### src/rtl/word_array.sv
// Addressed WIDTH x DEPTH word storage with a valid/ready request port, 1-cycle read response
// and a zeroing sweep after reset or on clear_start. Optional write mask: WORD_ARRAY_WMASK_EN.
module word_array #(
  parameter  int unsigned WIDTH = 8,
  parameter  int unsigned DEPTH = 16,
  localparam int unsigned AW    = $clog2(DEPTH)
) (
  input  logic             clk,
  input  logic             rst_n,
  input  logic             req_valid,
  output logic             req_ready,
  input  logic             op,
  input  logic [AW-1:0]    addr,
  input  logic [WIDTH-1:0] in_bus,
`ifdef WORD_ARRAY_WMASK_EN
  input  logic [WIDTH-1:0] wmask,
`endif
  output logic             rsp_valid,
  output logic [WIDTH-1:0] out_bus,
  input  logic             clear_start,
  output logic             busy
);

  typedef enum logic {
    ST_CLEAR = 1'b0,
    ST_IDLE  = 1'b1
  } state_e;

  logic [WIDTH-1:0] mem [DEPTH];

  state_e           state_q, state_d;
  logic [AW-1:0]    clr_ptr_q, clr_ptr_d;
  logic             rsp_valid_q, rsp_valid_d;
  logic [WIDTH-1:0] out_bus_q, out_bus_d;

  logic             busy_c;
  logic             req_ready_c;
  logic             accept_c;
  logic             in_range_c;
  logic [WIDTH-1:0] rd_data_c;
  logic [WIDTH-1:0] wr_data_c;
  logic             mem_we_c;
  logic [AW-1:0]    mem_waddr_c;
  logic [WIDTH-1:0] mem_wdata_c;

  // Addresses past DEPTH-1 exist when DEPTH is not a power of two; they read as zero.
  assign in_range_c = ({1'b0, addr} < (AW+1)'(DEPTH));
  assign rd_data_c  = in_range_c ? mem[addr] : '0;

`ifdef WORD_ARRAY_WMASK_EN
  assign wr_data_c = (rd_data_c & ~wmask) | (in_bus & wmask);
`else
  assign wr_data_c = in_bus;
`endif

  // Next-state, storage write port and response logic
  always_comb begin
    state_d     = state_q;
    clr_ptr_d   = clr_ptr_q;
    rsp_valid_d = 1'b0;
    out_bus_d   = out_bus_q;
    busy_c      = 1'b0;
    req_ready_c = 1'b0;
    accept_c    = 1'b0;
    mem_we_c    = 1'b0;
    mem_waddr_c = clr_ptr_q;
    mem_wdata_c = '0;

    case (state_q)
      ST_CLEAR: begin
        busy_c   = 1'b1;
        mem_we_c = 1'b1;
        if (clr_ptr_q == AW'(DEPTH - 1)) begin
          state_d   = ST_IDLE;
          clr_ptr_d = '0;
        end else begin
          clr_ptr_d = clr_ptr_q + AW'(1);
        end
      end
      ST_IDLE: begin
        req_ready_c = ~clear_start;
        accept_c    = req_valid & req_ready_c;
        if (clear_start) begin
          state_d = ST_CLEAR;
        end
        if (accept_c && op) begin
          mem_we_c    = in_range_c;
          mem_waddr_c = addr;
          mem_wdata_c = wr_data_c;
        end
        if (accept_c && !op) begin
          rsp_valid_d = 1'b1;
          out_bus_d   = rd_data_c;
        end
      end
    endcase
  end

  always_ff @(posedge clk or negedge rst_n) begin
    if (!rst_n) begin
      state_q     <= ST_CLEAR;
      clr_ptr_q   <= '0;
      rsp_valid_q <= 1'b0;
      out_bus_q   <= '0;
    end else begin
      state_q     <= state_d;
      clr_ptr_q   <= clr_ptr_d;
      rsp_valid_q <= rsp_valid_d;
      out_bus_q   <= out_bus_d;
    end
  end

  // Storage is not reset; the sweep zeroes it.
  always_ff @(posedge clk) begin
    if (mem_we_c) begin
      mem[mem_waddr_c] <= mem_wdata_c;
    end
  end

  assign busy      = busy_c;
  assign req_ready = req_ready_c;
  assign rsp_valid = rsp_valid_q;
  assign out_bus   = out_bus_q;

endmodule
### config.mk
export PLATFORM = sky130hd
export DESIGN_NAME = word_array
export DESIGN_NICKNAME = d
export VERILOG_FILES = /design/src/rtl/word_array.sv
export SDC_FILE = /design/constraint.sdc
export NUM_CORES = 1
export LEC_CHECK = 0
export CAP_MARGIN = 20
export CORE_MARGIN = 2
export CORE_UTILIZATION = 59
export CTS_CLUSTER_SIZE = 8
export DETAILED_ROUTE_END_ITERATION = 10
export PLACE_DENSITY = 0.84
export SLEW_MARGIN = 30
export SYNTH_ARGS = -nofsm -noshare
export SYNTH_HDL_FRONTEND = slang
export SYNTH_SLANG_ARGS = --single-unit
### constraint.sdc
create_clock -name clk -period 2.5 [get_ports clk]
set_input_delay 0.25 -clock clk [delete_from_list [all_inputs] [get_ports clk]]
set_output_delay 0.25 -clock clk [all_outputs]
set_load 0.005 [all_outputs]
==> impl_metrics.ini, run 1 <==
[run_status]
status = finished clean

[floorplan]
die_h_microns = 102.5
core_area_sq_um = 9328
dieArea_sq_um = 10510
die_x_microns = 102.5
initial_core_util = 0.6141
pin_count = 28
num_rows = 35

[final_layout]
stdcell_area_sq_um = 6904
layout.cells.non_filler = 504
final_nets = 380
area_delta_synth_final_pct = 20.53
drive_above_1_share = 0.2480
insertedDiodeCount = 0

[detailed_routing]
drc = 0
drtPass1Iterations = 7
via_count = 3097
vias_per_cell = 6.145
wire_per_inst_microns = 24.82
drtIter0Drc = 325
drt-total-wl_microns = 12510
antenna_left = 0

[logic_synthesis]
synth_area_leaders = edfxtp_1 (67%), mux4_2 (6.7%), dfrtp_1 (6.1%), mux4_1 (3.7%), mux2i_1 (2.6%)
yosys_register_bits = 142
synth_top_family_by_area = multiplexers
syn_nets = 320
yosysMostFrequentCell = edfxtp_1
yosysTopAreaCellShare = 0.6710
synthXorXnorAreaFrac = 0.001529
synth_common_cells = edfxtp_1 (128), nor2_1 (18), mux4_2 (17)
synth.avg_cell_area_sq_um = 18.97
ys_warn_count = 0
ys.flop_type = edfxtp_1
muxShareOfSynthArea = 0.1494
syn_inst = 302
ys_types = 39
syn_area_sq_um = 5728
synthArstFlopShare = 0.09859
synth_seq_area_share = 0.7322
synth-simple-area-share = 0.04849
yosysTopAreaCell = edfxtp_1
synth_fa_ha_area_frac = 0.002184
synth_compound_area_frac = 0.04871
synth_edf_count = 128

[setup_path]
crit_required_ps = 2740
critPathArrivalTime_ps = 2550
crit-reg2reg-launch = state_q
slowest_delay_ps = 580
cpMaxStageDelayCell = and4b_1
worstRegToRegCells = 5
end_kind = flip-flop
path_max_fanout = 13
cp_cell_sequence = and4b_1 -> mux2i_1 -> nand2_1 -> nor2_1 -> buf_4
worstSetupPathType = flip-flop to flip-flop
crit_start = state_q
start_kind = flip-flop

[cts]
clk_pin_slew_ps = 60
cts_tree = yes
cts_resized = 0
clk_path_buf_depth = 2
cts_buffers = 17
h-tree-depth = 4
clk_latency_ps = 530
postCtsSetupBuffers = 0
cts_root_buffer = clkbuf_8
ctsHoldBuffers = 0
cts_sinks = 142

[global_route]
grt_pass1_vias = 3106
grt_first_pass_wirelength_microns = 19000
grt_use_total = 0.2646
antenna_found_initial = 0
overflow = 0
grt_max_degree = 32

[place]
gp_congestion = 0.9092
place.detailed.hpwl_microns = 7924
place_area_sq_um = 6307
placedCellCount = 472
numPortBuffers = 27

[timing]
setup_viol = 0
fin_crit_sh = 0.9257
clock.fmax_mhz = 432.1
drv_slew = 0
rsz0062_at_grt = no
slew_headroom = 0.5554
skew_ps = 5.340
worst_pin_slew_ps = 664.8
period_needed_ps = 2314
finalHoldViolations = 0
fin_tns_setup_ps = 0

[pwr]
leakagePower_nw = 2.477
peakVddDrop_mv = 0.9427
cellPowerDensity_nw_per_um2 = 1013

[hold_path]
hp-class = input port to asynchronous set/reset pin

[flow_run]
timing.max_cap.violations = 0
-- through the flow --
stage               hold WS (ps)  power, mW  utilization  setup slack [ps]
floorplan                 -45.59      3.904            -             513.3
global placement           479.4      4.383       0.6762             206.6
detailed placement         491.5      4.460       0.6762             72.66
CTS                        137.7      7.001       0.7402             286.5
global route               173.0      7.230       0.7402             71.88
finish                     129.7      6.995       0.7402             185.7
-- layout make-up --
| type | instances | area [sq um] |
|---|---|---|
| clock buffers | 18 | 417.9 |
| clock inverters | 14 | 178.9 |
| fillers | 536 | 2424 |
| inverters | 4 | 15.01 |
| multi-input cells | 140 | 1434 |
| flip-flops and latches | 142 | 4194 |
| well taps | 129 | 161.4 |
| repair buffers | 57 | 503.0 |
-- worst paths after layout --
path / end / slack, ps
max: mem[1][1] / 190
min: out_bus[7] / 130
max reg2reg: mem[1][1] / 190
min reg2reg: clr_ptr_q[2] / 510
max in group asynchronous: clr_ptr_q[2] / 1950
min in group clk: state_q / 490
-- worst max-delay path, delay by kind of cell, from the launching register on --
family                 cells  cell delay (ps)
buffers and inverters      1              190
flip-flops                 1              510
multiplexers               1              400
AND/OR/NAND/NOR            3              910
-- placed cells by master, fill, tap and decap left out, types with 6 or more instances in the layout --
master,instances
a22oi_1,7
and2_1,11
buf_4,29
clkbuf_16,16
clkdlybuf4s50_1,26
dfrtp_1,14
edfxtp_1,128
mux2_2,10
mux2i_1,15
mux4_1,8
mux4_2,17
nand2_1,9
nor2_1,18
o211ai_1,6
-- state kept, by name (all words and copies together), names as in the netlist --
register / count
clr_ptr_q: 4
mem: 128
out_bus: 8
rsp_valid: 1
state_q: 1
-- where the power goes --
part	leakage, nW	switching (mW)	internal [mW]
Combinational	0.806	0.655	0.556
Sequential	1.38	0.191	3.06
Clock	0.291	0.997	1.54
-- logic make-up (layout without fill, tap and decap cells) --
logic type / after synthesis / after routing
AOI/OAI and AO/OA: 35 / 35
xor gates and xnor gates: 1 / 1
adders and majority gates: 1 / 1
buffers and inverters: 20 / 93
DFF: 142 / 142
muxes: 50 / 50
and+or+nand+nor: 53 / 53
-- layer usage --
| metal | GRT usage | wire (microns) | up-vias |
|---|---|---|---|
| met5 | 0 | 0 | - |
| li1 | - | - | 1341 |
| met3 | 0.09017 | 1289 | 34 |
| met4 | 0.1159 | 421 | 0 |
| met1 | 0.3888 | 5185 | 1539 |
| met2 | 0.3665 | 5614 | 183 |
(Power assumes the default switching activity.)
==> run 2: changes to the inputs <==
--- a/config.mk
+++ b/config.mk
@@ -5,12 +5,13 @@
 export SDC_FILE = /design/constraint.sdc
 export NUM_CORES = 1
 export LEC_CHECK = 0
+export ABC_AREA = 1
 export CAP_MARGIN = 20
 export CORE_MARGIN = 2
-export CORE_UTILIZATION = 59
+export CORE_UTILIZATION = 60
 export CTS_CLUSTER_SIZE = 8
 export DETAILED_ROUTE_END_ITERATION = 10
-export PLACE_DENSITY = 0.84
+export PLACE_DENSITY = 0.85
 export SLEW_MARGIN = 30
 export SYNTH_ARGS = -nofsm -noshare
 export SYNTH_HDL_FRONTEND = slang
==> run 2 against run 1 <==
Compared with the run above: synthesized cell count rose by 110%; worst setup slack improved by 300 ps; cell count rose by 67%; design area rose by 8.5%; register-to-register slack improved by 580 ps; global-route usage rose by 2.6 points; clock skew rose by 3.1 ps; synthesized area rose by 11%; highest routed layer unchanged.
==> impl_metrics.ini, run 2 <==
[run_status]
status = finished clean

[final_layout]
seq_area_sq_um = 4194
final_cell_mix = nand2_1 (203), edfxtp_1 (128), inv_1 (109)
largest_register = mem
area_delta_synth_final_pct = 18.18
multi_input_area_sq_um = 1550
fin_util = 0.7289
stdcell_area_sq_um = 7491
final_common_cell = nand2_1
insertedDiodeCount = 0
final_nets = 713
largest_reg_flops = 128
layout.cells.non_filler = 844
drive_above_1_share = 0.1271
num-fill-cells = 689

[timing]
fin_hold_ws_ps = 131.7
clock.fmax_mhz = 497.0
rsz0062_at_grt = no
fin_crit_sh = 0.8049
fin_tns_setup_ps = 0
layout_setup_ws_ps = 487.7
skew_ps = 8.413
finalHoldViolations = 0
setup_viol = 0
drv_slew = 0
slew_headroom = 0.5499
period_needed_ps = 2012
worst_pin_slew_ps = 675.2

[floorplan]
pin_count = 28
core_area_sq_um = 10280
die_h_microns = 106.8
num_rows = 37
die_x_microns = 106.8
initial_core_util = 0.6168
dieArea_sq_um = 11400

[logic_synthesis]
synthArstFlopShare = 0.09859
synth_area_leaders = edfxtp_1 (61%), nand2_1 (12%), nand3_1 (8.2%), inv_1 (6.5%), dfrtp_1 (5.5%)
synth_common_cells = nand2_1 (203), edfxtp_1 (128), inv_1 (109)
ys_warn_count = 0
synth.avg_cell_area_sq_um = 9.951
yosysMostFrequentCell = nand2_1
syn_inst = 637
yosys_register_bits = 142
yosysTopAreaCellShare = 0.6064
syn_nets = 655
yosysTopAreaCell = edfxtp_1
syn_area_sq_um = 6339
synth_edf_count = 128
synth_seq_area_share = 0.6617
ys.flop_type = edfxtp_1
ys_types = 23

[global_route]
grt_max_degree = 62
grt_first_pass_wirelength_microns = 24100
grt_pass1_vias = 4608
antenna_found_initial = 0
overflow = 0
grt_use_total = 0.2908

[setup_path]
slowest_delay_ps = 560
worstSetupPathType = flip-flop to primary output
worstRegToRegCells = 7
critPathArrivalTime_ps = 1760
cpMaxStageDelayCell = clkdlybuf4s50_1
crit_end = req_ready
crit_start = state_q
end_kind = primary output
r2r_slack_ps = 770
cp_cell_sequence = inv_2 -> nor2_1 -> clkdlybuf4s50_1
rr_endpoint = mem[11][5]
path_max_fanout = 10
crit-reg2reg-launch = state_q
start_kind = flip-flop
crit_required_ps = 2250

[pwr]
total_power_mw = 6.964
cellPowerDensity_nw_per_um2 = 929.6
leakagePower_nw = 3.395
peakVddDrop_mv = 0.5110

[detailed_routing]
wire_per_inst_microns = 18.01
drtIter0Drc = 387
via_count = 4645
drt-total-wl_microns = 15200
antenna_left = 0
vias_per_cell = 5.504
drc = 0
drtPass1Iterations = 5

[cts]
cts_root_buffer = clkbuf_8
clk_latency_ps = 520
cts_buffers = 17
cts_sinks = 142
h-tree-depth = 4
ctsHoldBuffers = 0
postCtsSetupBuffers = 0
clk_path_buf_depth = 2
cts_resized = 0
clk_pin_slew_ps = 60
cts_tree = yes

[place]
post-place-ws_ps = 267.8
place.detailed.hpwl_microns = 9991
placedCellCount = 812
gp_congestion = 0.8750
numPortBuffers = 27
place_area_sq_um = 6917

[flow_run]
timing.max_cap.violations = 0

[hold_path]
hp-class = input port to asynchronous set/reset pin
run 2: worst min path at each step:
| stage | startpoint | end | slack (ps) | depth (start not counted) |
|---|---|---|---|---|
| detailed placement | out_bus[2] | out_bus[2] | 470 | 2 |
| floorplan | rst_n | clr_ptr_q[0] | -50 | 0 |
| CTS | rst_n | out_bus[0] | 140 | 1 |
| finish | rst_n | clr_ptr_q[3] | 130 | 1 |
| global placement | out_bus[2] | out_bus[2] | 470 | 2 |
| global route | rst_n | out_bus[4] | 180 | 1 |
run 2: kinds of logic (layout without fill, tap and decap cells):
kind of cell,Yosys count,in the layout,synth area share
simple gates,342,342,0.2294
flops,142,142,0.6617
buf+inv,143,214,0.09376
compound gates,9,9,0.01323
fa+ha+maj,1,1,0.001974
run 2: final cells by class:
type | instances | share of cell area
clock buffers | 25 | 0.07049
clock inverters | 7 | 0.006180
inverters | 117 | 0.05863
multi-input cells | 352 | 0.2069
flip-flops and latches | 142 | 0.5599
well taps | 136 | 0.02272
repair buffers | 65 | 0.07516
run 2: critical path, delay by kind of cell, from the launching register on:
family | cells | cell delay [ps]
flip-flops | 1 | 380
buffers and inverters | 2 | 660
AND/OR/NAND/NOR | 1 | 190
run 2: report_power, final:
| group | leakage [nW] | internal, mW | switching [mW] |
|---|---|---|---|
| sequential | 1.38 | 3.07 | 0.157 |
| combinational | 1.72 | 0.503 | 0.867 |
| clock | 0.289 | 1.45 | 0.912 |
| total | 3.39 | 5.03 | 1.94 |
run 2: per-layer routing:
layer  wire, microns  global-route usage  part of all wire
met1            5702              0.3622              0.38
met4             649              0.1456             0.043
met3            1227             0.05957             0.081
met2            7621              0.4859              0.50
met5               0                   0                 0
